**src/rtl/reg_rmw_seq_pkg.sv**
```systemverilog
// Shared definitions for the read-modify-write sequencer: opcodes, FSM states
// and data-width constants.
package reg_rmw_seq_pkg;

    localparam int BIT_DATA = 8;
    localparam int OFF      = 0;

    typedef enum logic [2:0] {
        OP_ADD  = 3'd0,
        OP_SUB  = 3'd1,
        OP_AND  = 3'd2,
        OP_OR   = 3'd3,
        OP_XOR  = 3'd4,
        OP_SHL1 = 3'd5,
        OP_SHR1 = 3'd6,
        OP_MOVI = 3'd7
    } op_e;

    typedef enum logic [2:0] {
        ST_IDLE = 3'd0,
        ST_RD_A = 3'd1,
        ST_RD_B = 3'd2,
        ST_EXEC = 3'd3,
        ST_WB   = 3'd4
    } state_e;

endpackage

```
**src/rtl/reg_rmw_seq_alu.sv**
```systemverilog
// Combinational 8-op ALU used in the sequencer's EXEC cycle; carry reports
// carry-out, unsigned borrow or the bit shifted out, depending on the opcode.
module rmw_alu
    import reg_rmw_seq_pkg::*;
#(
    parameter int BIT = BIT_DATA
) (
    input  op_e            op,
    input  logic [BIT-1:0] a,
    input  logic [BIT-1:0] b,
    input  logic [BIT-1:0] imm,
    output logic [BIT-1:0] result,
    output logic           carry
);

    logic [BIT:0] ext_sum;
    logic [BIT:0] ext_diff;

    // The extra top bit of a zero-extended subtraction is the unsigned borrow.
    assign ext_sum  = {1'b0, a} + {1'b0, b};
    assign ext_diff = {1'b0, a} - {1'b0, b};

    always_comb begin
        result = '0;
        carry  = 1'b0;
        unique case (op)
            OP_ADD:  begin result = ext_sum[BIT-1:0];  carry = ext_sum[BIT];  end
            OP_SUB:  begin result = ext_diff[BIT-1:0]; carry = ext_diff[BIT]; end
            OP_AND:  result = a & b;
            OP_OR:   result = a | b;
            OP_XOR:  result = a ^ b;
            OP_SHL1: begin result = {a[BIT-2:0], 1'b0}; carry = a[BIT-1]; end
            OP_SHR1: begin result = {1'b0, a[BIT-1:1]}; carry = a[0];     end
            OP_MOVI: result = imm;
        endcase
    end

endmodule

```
**src/rtl/reg_rmw_seq.sv**
```systemverilog
// Read-modify-write sequencer driving a single-port register file with registered
// read data. Optional RMW_NOWB_EN adds req_nowb to suppress the write-back.
module reg_rmw_seq
    import reg_rmw_seq_pkg::*;
#(
    parameter int BIT = BIT_DATA,
    parameter int SZB = 4
) (
    input  logic           clock,
    input  logic           reset,
    input  logic           req_valid,
    output logic           req_ready,
    input  logic [2:0]     req_op,
    input  logic [SZB-1:0] req_rs_a,
    input  logic [SZB-1:0] req_rs_b,
    input  logic [SZB-1:0] req_rd,
    input  logic [BIT-1:0] req_imm,
`ifdef RMW_NOWB_EN
    input  logic           req_nowb,
`endif
    output logic           rf_we,
    output logic [SZB-1:0] rf_addr,
    output logic [BIT-1:0] rf_din,
    input  logic [BIT-1:0] rf_dout,
    output logic           done,
    output logic [BIT-1:0] result,
    output logic           flag_z,
    output logic           flag_c
);

    state_e         state_q, state_d;
    op_e            op_q, op_d;
    logic [SZB-1:0] rs_a_q, rs_a_d;
    logic [SZB-1:0] rs_b_q, rs_b_d;
    logic [SZB-1:0] rd_q, rd_d;
    logic [BIT-1:0] imm_q, imm_d;
    logic [BIT-1:0] opa_q, opa_d;
    logic [BIT-1:0] result_q, result_d;
    logic           flag_z_q, flag_z_d;
    logic           flag_c_q, flag_c_d;
    logic           wb_inhibit;

    logic [BIT-1:0] alu_result;
    logic           alu_carry;

`ifdef RMW_NOWB_EN
    logic nowb_q, nowb_d;

    always_comb begin
        nowb_d = nowb_q;
        if (state_q == ST_IDLE && req_valid)
            nowb_d = req_nowb;
    end

    always_ff @(posedge clock) begin
        if (reset) nowb_q <= 1'b0;
        else       nowb_q <= nowb_d;
    end

    assign wb_inhibit = nowb_q;
`else
    assign wb_inhibit = 1'b0;
`endif

    // B operand arrives on rf_dout during EXEC, A was captured a cycle earlier.
    rmw_alu #(.BIT(BIT)) u_alu (
        .op     (op_q),
        .a      (opa_q),
        .b      (rf_dout),
        .imm    (imm_q),
        .result (alu_result),
        .carry  (alu_carry)
    );

    always_comb begin
        state_d  = state_q;
        op_d     = op_q;
        rs_a_d   = rs_a_q;
        rs_b_d   = rs_b_q;
        rd_d     = rd_q;
        imm_d    = imm_q;
        opa_d    = opa_q;
        result_d = result_q;
        flag_z_d = flag_z_q;
        flag_c_d = flag_c_q;
        case (state_q)
            ST_IDLE: if (req_valid) begin
                op_d    = op_e'(req_op);
                rs_a_d  = req_rs_a;
                rs_b_d  = req_rs_b;
                rd_d    = req_rd;
                imm_d   = req_imm;
                state_d = ST_RD_A;
            end
            ST_RD_A: state_d = ST_RD_B;
            ST_RD_B: begin
                opa_d   = rf_dout;
                state_d = ST_EXEC;
            end
            ST_EXEC: begin
                result_d = alu_result;
                flag_z_d = (alu_result == '0);
                flag_c_d = alu_carry;
                state_d  = ST_WB;
            end
            ST_WB:   state_d = ST_IDLE;
            default: state_d = ST_IDLE;
        endcase
    end

    always_ff @(posedge clock) begin
        if (reset) begin
            state_q  <= ST_IDLE;
            op_q     <= OP_ADD;
            rs_a_q   <= '0;
            rs_b_q   <= '0;
            rd_q     <= '0;
            imm_q    <= '0;
            opa_q    <= '0;
            result_q <= '0;
            flag_z_q <= 1'b0;
            flag_c_q <= 1'b0;
        end else begin
            state_q  <= state_d;
            op_q     <= op_d;
            rs_a_q   <= rs_a_d;
            rs_b_q   <= rs_b_d;
            rd_q     <= rd_d;
            imm_q    <= imm_d;
            opa_q    <= opa_d;
            result_q <= result_d;
            flag_z_q <= flag_z_d;
            flag_c_q <= flag_c_d;
        end
    end

    // Reset gates the WB strobes combinationally so an abort in WB never writes.
    always_comb begin
        req_ready = 1'b0;
        rf_we     = 1'b0;
        rf_addr   = '0;
        rf_din    = '0;
        done      = 1'b0;
        case (state_q)
            ST_IDLE: req_ready = 1'b1;
            ST_RD_A: rf_addr = rs_a_q;
            ST_RD_B: rf_addr = rs_b_q;
            ST_EXEC: rf_addr = rs_b_q;
            ST_WB: begin
                rf_addr = rd_q;
                rf_din  = result_q;
                rf_we   = !reset && !wb_inhibit;
                done    = !reset;
            end
            default: ;
        endcase
    end

    assign result = result_q;
    assign flag_z = flag_z_q;
    assign flag_c = flag_c_q;

endmodule

```
**config.mk**
```make
export PLATFORM = sky130hd
export DESIGN_NAME = reg_rmw_seq
export DESIGN_NICKNAME = d
export VERILOG_FILES = /design/src/rtl/reg_rmw_seq_pkg.sv /design/src/rtl/reg_rmw_seq_alu.sv /design/src/rtl/reg_rmw_seq.sv
export SDC_FILE = /design/constraint.sdc
export NUM_CORES = 1
export LEC_CHECK = 0
export BUFFER_PORTS_ARGS = -buffer_cell sky130_fd_sc_hd__buf_2
export CORE_MARGIN = 1
export CORE_UTILIZATION = 45
export DETAILED_ROUTE_END_ITERATION = 8
export PLACE_DENSITY = 0.63
export SLEW_MARGIN = 20
export SYNTH_ARGS = -nofsm -noshare
export SYNTH_HDL_FRONTEND = slang
export SYNTH_SLANG_ARGS = --single-unit
```
**constraint.sdc**
```tcl
create_clock -name clock -period 3.3 [get_ports clock]
set_input_delay 0.33 -clock clock [delete_from_list [all_inputs] [get_ports clock]]
set_output_delay 0.33 -clock clock [all_outputs]
set_load 0.05 [all_outputs]
```
==> impl_metrics.py <==
metrics = {
    "outcome": {
        "result_of_the_run": "completed",
    },
    "sta": {
        "final_hold_viol_count": 0,
        "post-route-worst-setup-slack_ps": 624.5,
        "finalMaxSlewViolations": 0,
        "worst_setup_skew_after_layout_ps": 6.590,
        "headroom_to_the_max_slew_limit_pct": 47.23,
        "final_min_period_over_clock_period_pct": 81.08,
        "worst-slew-pin-transition_ps": 791.6,
        "rsz_0062_raised_after_global_routing": "no",
        "fmaxAchievable_mhz": 373.8,
        "setup_tns_ps": 0,
        "setup-violations-final": 0,
        "min_period_ps": 2676,
    },
    "floorplan": {
        "floorplan.initialDensity_pct": 47.18,
        "chipWidth_um": 84.06,
        "floorplan.rows": 29,
        "floorplan.die_area_sq_um": 7066,
        "core_area_sq_um": 6422,
        "floorplan.die.height_um": 84.06,
        "pin_count": 59,
    },
    "power": {
        "p_switching_w": 0.0005109,
        "power_leakage_nw": 1.471,
        "vdd.ir_drop.worst_mv": 0.2860,
        "pint_w": 0.0009545,
        "sw_share_pct": 34.86,
        "power.share.combinational_pct": 28.6,
        "power.density_nw_per_um2": 421.1,
        "seq_power_share_pct": 41.5,
        "clock_power_share_pct": 29.8,
    },
    "placement": {
        "pre_cts_ws_ps": 635.9,
        "finalWeightedCongestion": 0.8839,
        "dp_hpwl_mm": 6.066,
        "io_buffers": 58,
    },
    "final_layout": {
        "layout-drive-gt1-share_pct": 17.76,
        "antennaDiodeCount": 0,
        "layout.nets": 515,
        "syn2layout_area_growth_pct": 14.82,
    },
    "setup_path": {
        "cp_slowest_cell": "fa_1",
        "path_buf_inv": 1,
        "crit_path_frequent_cell": "nor3_1",
        "critical_path.max_stage_delay_ps": 420,
        "setup.worst_path.end_class": "flip-flop",
        "worstPathCellList": "inv_1 > ha_1 > fa_1 > nor3_1 > nor3_1 > xnor2_1 > a221oi_1 > o2111ai_1 > a2111oi_2 > a31o_1",
        "setup.worst_path.class": "flip-flop to flip-flop",
        "cpLargestDelayFamily": "compound AO/OA/AOI/OAI gates",
        "crit_path_start_kind": "flip-flop",
        "cp_data_arrival_time_ps": 2930,
        "timing.critical_path.required_ps": 3560,
        "critical_path_peak_fanout": 4,
    },
    "clock_network": {
        "numCtsBuffers": 5,
        "htree_num_levels": 2,
        "clkTransAtPathRegs_ps": 100,
        "clock_insertion_delay_worst_skew_ps": 310,
        "clockBufferDepth": 2,
        "cts.hold.buffers_added": 0,
        "cts.repair.resized": 0,
        "clk_root_buffer_cell": "clkbuf_8",
        "cts_post_setup_buffers_inserted": 0,
        "clock_sink_count": 44,
        "cts_tree": "yes",
    },
    "job": {
        "drv_cap": 0,
    },
    "min_path": {
        "worstHoldPathType": "input port to flip-flop",
    },
    "synth": {
        "postSynth.topFlopCell": "dfxtp_1",
        "async_reset_ff_share_pct": 0,
        "ys_warn_count": 0,
        "postSynthAreaPerCell_sq_um": 7.409,
        "synth_cell_area_sq_um": 3030,
        "synth-seq-cells": 44,
        "synthesis.nets": 469,
        "synth_top_area_share_pct": 29.07,
        "synth_top_cell_by_area": "dfxtp_1",
        "syn_inst_count": 409,
        "seq_area_frac_synth_pct": 29.07,
        "synth_enable_flop_cells": 0,
        "synth_cell_type_count": 54,
        "yosys-top-cells-area": "dfxtp_1 (29%), ha_1 (9.9%), nand2_1 (8.7%)",
    },
    "detailed_routing": {
        "drtIter0Drc": 241,
        "drtAntennaViolNets": 0,
        "wire_per_inst_um": 15.06,
        "vias": 2923,
        "detail_route.wirelength_mm": 8.025,
        "remaining_drc_errors": 0,
        "route.detailed.vias_per_inst": 5.484,
        "firstDrtPassIters": 5,
    },
    "global_route": {
        "grt_pass1_vias": 2701,
        "grt_max_degree": 29,
        "grt_antenna_before_repair": 0,
        "globalRoute.totalOverflow": 0,
        "grt_use_total_pct": 23.28,
        "grt_first_pass_wirelength_mm": 13.06,
    },
}
-- worst register-to-register path: cells and delay by family (launching register included) --
family,cells,cell delay (ps)
flip-flops,1,380
AND/OR/NAND/NOR,2,370
AO/OA/AOI/OAI,4,1010
XOR/XNOR,1,140
buffers and inverters,1,100
adder cells (fa/ha/maj),2,640
-- synthesized netlist by cell type, types with 3 or more instances --
| master | count |
|---|---|
| nand2_1 | 70 |
| a21oi_1 | 46 |
| dfxtp_1 | 44 |
| nor2_1 | 40 |
| ha_1 | 24 |
| inv_1 | 23 |
| o21ai_0 | 17 |
| clkbuf_1 | 15 |
| nor3_1 | 12 |
| a211oi_1 | 10 |
| and2_1 | 10 |
| nor2b_1 | 9 |
| buf_2 | 7 |
| mux2i_1 | 7 |
| o21a_1 | 5 |
| xnor2_1 | 5 |
| a22oi_1 | 4 |
| a31oi_1 | 4 |
| nand2b_1 | 4 |
| a311oi_1 | 3 |
| buf_1 | 3 |
| buf_4 | 3 |
| nor3b_1 | 3 |
| o211ai_1 | 3 |
-- cells by family (layout without fill, tap and decap cells) --
kind of cell	count (synthesis)	count (layout)	share of synthesized area (%)
compound gates	112	112	23.33
xor+xnor	6	6	1.734
fa+ha+maj	26	26	11.23
buf+inv	52	99	7.101
flops	44	44	29.07
mux	9	9	3.799
simple gates	160	160	23.74
-- area by class of cell --
type                       instances  area (sq um)
clock buffer                       5         68.82
inverter                          24         90.09
timing repair buffer              67         357.8
multi-input combinational        313          1939
tap                               77         96.34
sequential                        44         880.8
clock inverter                     3         46.29
fill                             656          2943
-- state kept, by name (all words and copies together), names as in the netlist --
name and cells:
result 8, opa_q 8, state_q 3, rd_q 4, imm_q 8, flag_c 1
rs_b_q 4, op_q 3, rs_a_q 4, flag_z 1
-- power by group through the flow --
stage          clock network, W  logic (W)  registers (W)
2_1_floorplan                 0   0.000307       0.000615
3_3_place_gp                  0   0.000414       0.000620
3_5_place_dp                  0   0.000416       0.000621
4_1_cts                0.000448   0.000418       0.000609
5_1_grt                0.000475   0.000466       0.000615
6_report               0.000437   0.000420       0.000609
-- per-stage QoR --
stage          util [%]  cells  power [W]  area, sq um  hold slack (ps)
6_report          54.18    533   0.001465         3480            253.8
3_5_place_dp      52.39    525   0.001037         3364            447.3
5_1_grt           54.18    533   0.001556         3480            244.8
3_3_place_gp      52.39    525   0.001034         3364            443.5
2_1_floorplan         -    409  0.0009219         3030            433.1
4_1_cts           54.18    533   0.001474         3480            241.8
-- worst paths after layout --
kind | from | to | slack, ps | cells after the start
worst max-delay path | opa_q[0] | flag_z | 620 | 10
worst min register to register | imm_q[5] | imm_q[5] | 460 | 2
worst max register to register | opa_q[0] | flag_z | 620 | 10
worst min-delay path | req_rd[2] | rd_q[2] | 250 | 3
-- cell usage in the layout, fill, tap and decap left out, types with 10 or more instances in the layout --
master	n
inv_1	23
a211oi_1	10
buf_2	58
and2_1	10
a21oi_1	46
o21ai_0	17
ha_1	24
nor2_1	40
nor3_1	12
nand2_1	70
dfxtp_1	44
-- routing by layer --
layer  track usage (%)  part of all wire (%)
met1             31.14                    46
met2             37.41                    47
met3             4.550                   5.7
met4             7.994                   1.4
met5                 0                     0
(Power assumes the default switching activity.)
